`src/rtl/seq_mac_pkg.sv`:
```
// rtl/seq_mac_pkg.sv - shared widths and types for the MAC result drain
package seq_mac_pkg;
   localparam int AccWidth   = 32;
   localparam int ShiftWidth = 5;
   localparam int DefRows    = 2;
   localparam int DefCols    = 2;

   // Result matrix at the default 2x2 geometry; row-major, [row][col].
   typedef logic [DefRows-1:0][DefCols-1:0][AccWidth-1:0] acc_mat_t;
endpackage

```
`src/rtl/requant_sat.sv`:
```
// rtl/requant_sat.sv - rounding arithmetic right shift with signed saturation
module requant_sat
   import seq_mac_pkg::*;
#(
   parameter int OUT_WIDTH = 16
) (
   input  logic [AccWidth-1:0]   x,
   input  logic [ShiftWidth-1:0] s,
   output logic [OUT_WIDTH-1:0]  y,
   output logic                  sat
);
   localparam logic signed [AccWidth:0] One    = 1;
   localparam logic signed [AccWidth:0] SatMax = (One <<< (OUT_WIDTH - 1)) - One;
   localparam logic signed [AccWidth:0] SatMin = -(One <<< (OUT_WIDTH - 1));

   logic signed [AccWidth:0] wide;
   logic signed [AccWidth:0] bias;
   logic signed [AccWidth:0] shifted;

   // One extra bit keeps x + 2^(s-1) from wrapping at the positive extreme.
   always_comb begin
      wide    = $signed({x[AccWidth-1], x});
      bias    = (s == '0) ? '0 : (One <<< (s - ShiftWidth'(1)));
      shifted = (wide + bias) >>> s;
      y       = shifted[OUT_WIDTH-1:0];
      sat     = 1'b0;
      if (shifted > SatMax) begin
         y   = SatMax[OUT_WIDTH-1:0];
         sat = 1'b1;
      end else if (shifted < SatMin) begin
         y   = SatMin[OUT_WIDTH-1:0];
         sat = 1'b1;
      end
   end
endmodule

```
`src/rtl/seq_mac_result_drain.sv`:
```
// rtl/seq_mac_result_drain.sv - two-entry matrix buffer streaming requantised elements
module seq_mac_result_drain
   import seq_mac_pkg::*;
#(
   parameter int M         = 2,
   parameter int N         = 2,
   parameter int OUT_WIDTH = 16,
   parameter int DEPTH     = 2
) (
   input  logic                                 clk_i,
   input  logic                                 rst_ni,
   input  logic                                 mat_valid_i,
   output logic                                 mat_ready_o,
   input  logic [M-1:0][N-1:0][AccWidth-1:0]    mat_i,
   input  logic [ShiftWidth-1:0]                shift_i,
   output logic                                 elem_valid_o,
   input  logic                                 elem_ready_i,
   output logic [OUT_WIDTH-1:0]                 elem_data_o,
   output logic [((M > 1) ? $clog2(M) : 1)-1:0] elem_row_o,
   output logic [((N > 1) ? $clog2(N) : 1)-1:0] elem_col_o,
   output logic                                 elem_sat_o,
   output logic                                 elem_last_o
);
   localparam int RowW = (M > 1) ? $clog2(M) : 1;
   localparam int ColW = (N > 1) ? $clog2(N) : 1;
   localparam int PtrW = $clog2(DEPTH);
   localparam int OccW = $clog2(DEPTH + 1);

   typedef struct packed {
      logic [M-1:0][N-1:0][AccWidth-1:0] mat;
      logic [ShiftWidth-1:0]             shift;
   } entry_t;

   entry_t              entries [DEPTH];
   logic [PtrW-1:0]     wr_ptr;
   logic [PtrW-1:0]     rd_ptr;
   logic [OccW-1:0]     occ;
   logic [RowW-1:0]     row;
   logic [ColW-1:0]     col;
   logic                push;
   logic                pop;
   logic                pop_last;
   logic                at_last;
   logic                col_end;
   entry_t              head;
   logic [OUT_WIDTH-1:0] q_data;
   logic                q_sat;

   assign mat_ready_o  = (occ != OccW'(DEPTH));
   assign elem_valid_o = (occ != '0);
   assign push         = mat_valid_i & mat_ready_o;
   assign col_end      = (col == ColW'(N - 1));
   assign at_last      = (row == RowW'(M - 1)) & col_end;
   assign pop          = elem_valid_o & elem_ready_i;
   assign pop_last     = pop & at_last;
   assign head         = entries[rd_ptr];

   // Matrix storage needs no reset: occupancy alone decides what is visible.
   always_ff @(posedge clk_i) begin
      if (push) begin
         entries[wr_ptr] <= '{mat: mat_i, shift: shift_i};
      end
   end

   always_ff @(posedge clk_i or negedge rst_ni) begin
      if (!rst_ni) begin
         wr_ptr <= '0;
         rd_ptr <= '0;
         occ    <= '0;
         row    <= '0;
         col    <= '0;
      end else begin
         if (push) begin
            wr_ptr <= wr_ptr + PtrW'(1);
         end
         if (pop) begin
            if (col_end) begin
               col <= '0;
               if (row == RowW'(M - 1)) begin
                  row    <= '0;
                  rd_ptr <= rd_ptr + PtrW'(1);
               end else begin
                  row <= row + RowW'(1);
               end
            end else begin
               col <= col + ColW'(1);
            end
         end
         case ({push, pop_last})
            2'b10:   occ <= occ + OccW'(1);
            2'b01:   occ <= occ - OccW'(1);
            default: occ <= occ;
         endcase
      end
   end

   requant_sat #(.OUT_WIDTH(OUT_WIDTH)) u_requant (
      .x   (head.mat[row][col]),
      .s   (head.shift),
      .y   (q_data),
      .sat (q_sat)
   );

   assign elem_data_o = elem_valid_o ? q_data : '0;
   assign elem_sat_o  = elem_valid_o & q_sat;
   assign elem_row_o  = elem_valid_o ? row : '0;
   assign elem_col_o  = elem_valid_o ? col : '0;
   assign elem_last_o = elem_valid_o & at_last;
endmodule

```
`config.mk`:
```
export PLATFORM = sky130hd
export DESIGN_NAME = seq_mac_result_drain
export DESIGN_NICKNAME = d
export VERILOG_FILES = /design/src/rtl/seq_mac_pkg.sv /design/src/rtl/requant_sat.sv /design/src/rtl/seq_mac_result_drain.sv
export SDC_FILE = /design/constraint.sdc
export NUM_CORES = 1
export LEC_CHECK = 0
export CAP_MARGIN = 40
export CORE_MARGIN = 5
export CORE_UTILIZATION = 52
export CTS_CLUSTER_DIAMETER = 40
export DETAILED_ROUTE_END_ITERATION = 8
export HOLD_SLACK_MARGIN = 0.1
export PLACE_DENSITY_LB_ADDON = 0.3
export SYNTH_ARGS = -nofsm -noshare
export SYNTH_HDL_FRONTEND = slang
export SYNTH_HIERARCHICAL = 1
export SYNTH_SLANG_ARGS = --single-unit
```
`constraint.sdc`:
```
create_clock -name clk_i -period 7.3 [get_ports clk_i]
set_input_delay 1.46 -clock clk_i [delete_from_list [all_inputs] [get_ports clk_i]]
set_output_delay 1.46 -clock clk_i [all_outputs]
set_load 0.05 [all_outputs]
```
==> summary.md <==
| Metric | Value |
|---|---|
| Status | `finished with violations` |
| Failing checks | `setup timing` |
| Synth Cell Area | `15450 µm²` |
| Die W | `182.4 µm` |
| Clock Skew | `0.006087 ns` |
| Post-DP HPWL | `33.55 mm` |
| Reg2reg start | `occ[0]` |
| Fin. max-slew vios | `0` |
| IO Pins | `159` |
| Tcrit/Tclk final | `108.3%` |
| Global-route wire length before repair | `76.60 mm` |
| Grt ovf | `0` |
| H-tree depth | `1` |
| Type of origin of the critical path | `flip-flop` |
| Syn Nets | `1342` |
| DRT Pass-1 Iters | `6` |
| RSZ-0062 raised after global routing | `true` |
| Total wire length | `50.67 mm` |
| Final min period | `7.906 ns` |
| Commonest non-fill, non-tap cell in the layout | `buf_4` |
| Routed vias/inst | `6.237` |
| Setup CP Type | `flip-flop to output pin` |
| Largest net degree at the start of global routing | `134` |
| First DRT Iteration DRCs | `1256` |
| Max-cap violation count | `0` |
| Root Buffer | `clkbuf_16` |
| ANT cells | `0` |
| Final setup margin | `-0.6058 ns` |
| Clk slew on worst S/H paths | `0.06 ns` |
| Drc violations | `0` |
| Row count | `63` |
| CP endpoint kind | `output pin` |
| Min-delay src | `occ[1]` |
| Gpl congestion | `0.9495` |
| Worst Tran Pin Value | `0.8233 ns` |
| Layout Cells excl Fill | `2050` |
| DR WL/cell | `24.72 µm` |
| Initial antenna violation count | `0` |
| Ys flop type | `edfxtp_1` |
| Worst min path class | `flip-flop to flip-flop` |
| Setup Slack @ Placement | `-0.6086 ns` |
| Via count | `12790` |
| Clk buf depth | `3` |
| CP max FO | `8` |
| Post-synthesis cell count | `1171` |
| Gr usage total | `29.67%` |
| Core Footprint | `29480 µm²` |
| Die area | `33260 µm²` |
| Max-Slew Margin vs Limit | `45.11%` |
| Commonest cells after routing, fill and taps aside | `buf_4 (302), edfxtp_1 (266), clkdlybuf4s50_1 (141)` |
| CP required | `5.84 ns` |
| TritonCTS clock tree | `yes` |
| Dpl cells | `1920` |
| Layout Nets | `1809` |
| Vert. Die Dim | `182.4 µm` |
| Final hold viol count | `0` |
| Sequential area share after synthesis | `52.68%` |
| Ys async rst share | `2.206%` |
| Total CTS buffers | `28` |
| Synth cell types | `90` |
| Skew-Pair Late Insertion Delay | `0.55 ns` |
| Yosys warns | `6` |
| Max Fclk | `126.5 MHz` |
| Initial Util | `52.40%` |
| EDFF count, synth | `266` |
| Layout area overhead | `45.01%` |
| # port buffers | `158` |
| Layout cells sized above 1 | `42.41%` |
| Final hold slack | `0.5350 ns` |
| Clk sinks | `272` |
| WP data arrival | `6.45 ns` |
| #FFs+latches synth | `272` |
| Vias in the first global route | `13300` |
| Final setup vio count | `16` |
| Routed Antenna Nets | `0` |
| Syn Area/Cell | `13.19 µm²` |
| CP Launch Point | `rd_ptr` |
per-stage QoR:
stage	TNS (ns)	utilization [%]	instance area, µm²
global route	-12.60	75.99	22400
finish	-9.196	75.99	22400
global placement	-11.00	65.50	19310
detailed placement	-9.101	65.50	19310
floorplan	-0.08793	-	15490
CTS	-6.941	74.64	22000
per-layer routing:
layer | GRT usage, % | part of all wire, % | up-vias | wire length [µm]
met4 | 14.05 | 5.3 | 0 | 2705
met2 | 50.37 | 49 | 677 | 24760
li1 | - | - | 5643 | -
met1 | 37.52 | 39 | 6283 | 19530
met3 | 4.624 | 7.2 | 183 | 3669
met5 | 0 | 0 | - | 0
synth_stat cells, types with 4 or more instances:
cell         n  area, µm²
a211o_1      9      78.83
a211oi_1    24      180.2
a21boi_0     4      30.03
a21o_1       8      60.06
a21oi_1     66      330.3
a221oi_1     5      43.79
a22oi_1      7      52.55
and2_1      23      143.9
and3_1       5      31.28
buf_1        9      33.78
buf_2       11      55.05
buf_6       11      123.9
clkbuf_1    38      142.6
dfrtp_1      6      150.1
edfxtp_1   266       7988
ha_1        33      412.9
inv_1       17      63.81
mux2_2      47      529.3
mux2i_1     33      330.3
mux4_1      63       1655
mux4_2       6      135.1
nand2_1     93      349.1
nand2b_1     6      37.54
nand3_1     18      90.09
nand4_1     16      100.1
nor2_1      78      292.8
nor2b_1      4      25.02
nor3_1      32      160.2
nor4_1       6      37.54
o2111ai_1    5      43.79
o211ai_1    19      142.6
o21a_1       8      60.06
o21ai_0     42      210.2
o21ai_1      5      25.02
o21ai_2     10      87.58
o221ai_1     4      35.03
o22ai_1      5      31.28
o31ai_1      6      45.04
or2_2        5      31.28
or3_1        8      50.05
xnor2_1     19      166.4
xor2_1      11      96.34
final timing paths:
check / endpoint / slack [ns] / depth (start not counted)
max in group asynchronous: rd_ptr / 5.87 / 1
setup reg to reg: entries[1][2] / 4.82 / 3
hold / removal: occ[1] / 0.54 / 1
hold reg to reg: occ[1] / 0.54 / 1
min in group asynchronous: col / 1.16 / 1
setup / recovery: elem_data_o[14] / -0.61 / 26
cell families after synthesis:
logic type,synth area share (%)
xor+xnor,1.701
fa+ha+maj,2.802
flops,52.68
other cells,0.02427
compound gates,12.83
simple gates,9.824
buf+inv,2.891
mux,17.25
worst max-delay path: stages (launching register included):
cell      delay [ns]
dfrtp_4         0.50
buf_12          0.17
buf_8           0.13
mux2_4          0.24
buf_6           0.13
inv_2           0.04
buf_6           0.12
nor3_1          0.30
buf_4           0.22
ha_4            0.17
nand2_2         0.07
or3_4           0.34
or3_4           0.38
o41a_1          0.49
a21oi_2         0.20
o21ai_2         0.09
and3_1          0.20
buf_4           0.15
o211ai_1        0.28
nand4_1         0.13
or4b_4          0.51
o311ai_4        0.33
buf_4           0.18
buf_12          0.12
o21ai_2         0.05
and2_2          0.17
buf_6           0.15
repair_timing:
| item | in CTS | in global routing |
|---|---|---|
| gates cloned | 6 | 0 |
| pin swaps | 46 | 47 |
| hold buffers | 0 | 0 |
| setup endpoints to repair | 16 | 16 |
| setup buffers | 63 | 10 |
| resized for setup | 275 | 77 |
cell type report:
cell class / instances / area, µm²
Sequential cell: 272 / 8143
Inverter: 19 / 82.58
Tap cell: 390 / 488.0
Fill cell: 1793 / 7079
Clock inverter: 21 / 216.5
Multi-Input combinational cell: 808 / 8029
Clock buffer: 31 / 711.9
Timing Repair Buffer: 509 / 4731
registers in the layout, indices dropped and copies added, names as in the netlist:
signal,count
row,1
occ,2
wr_ptr,1
entries,266
rd_ptr,1
col,1
Power is not shown: default switching activity piles up to over one toggle a cycle in this logic, so the estimate is an artifact.
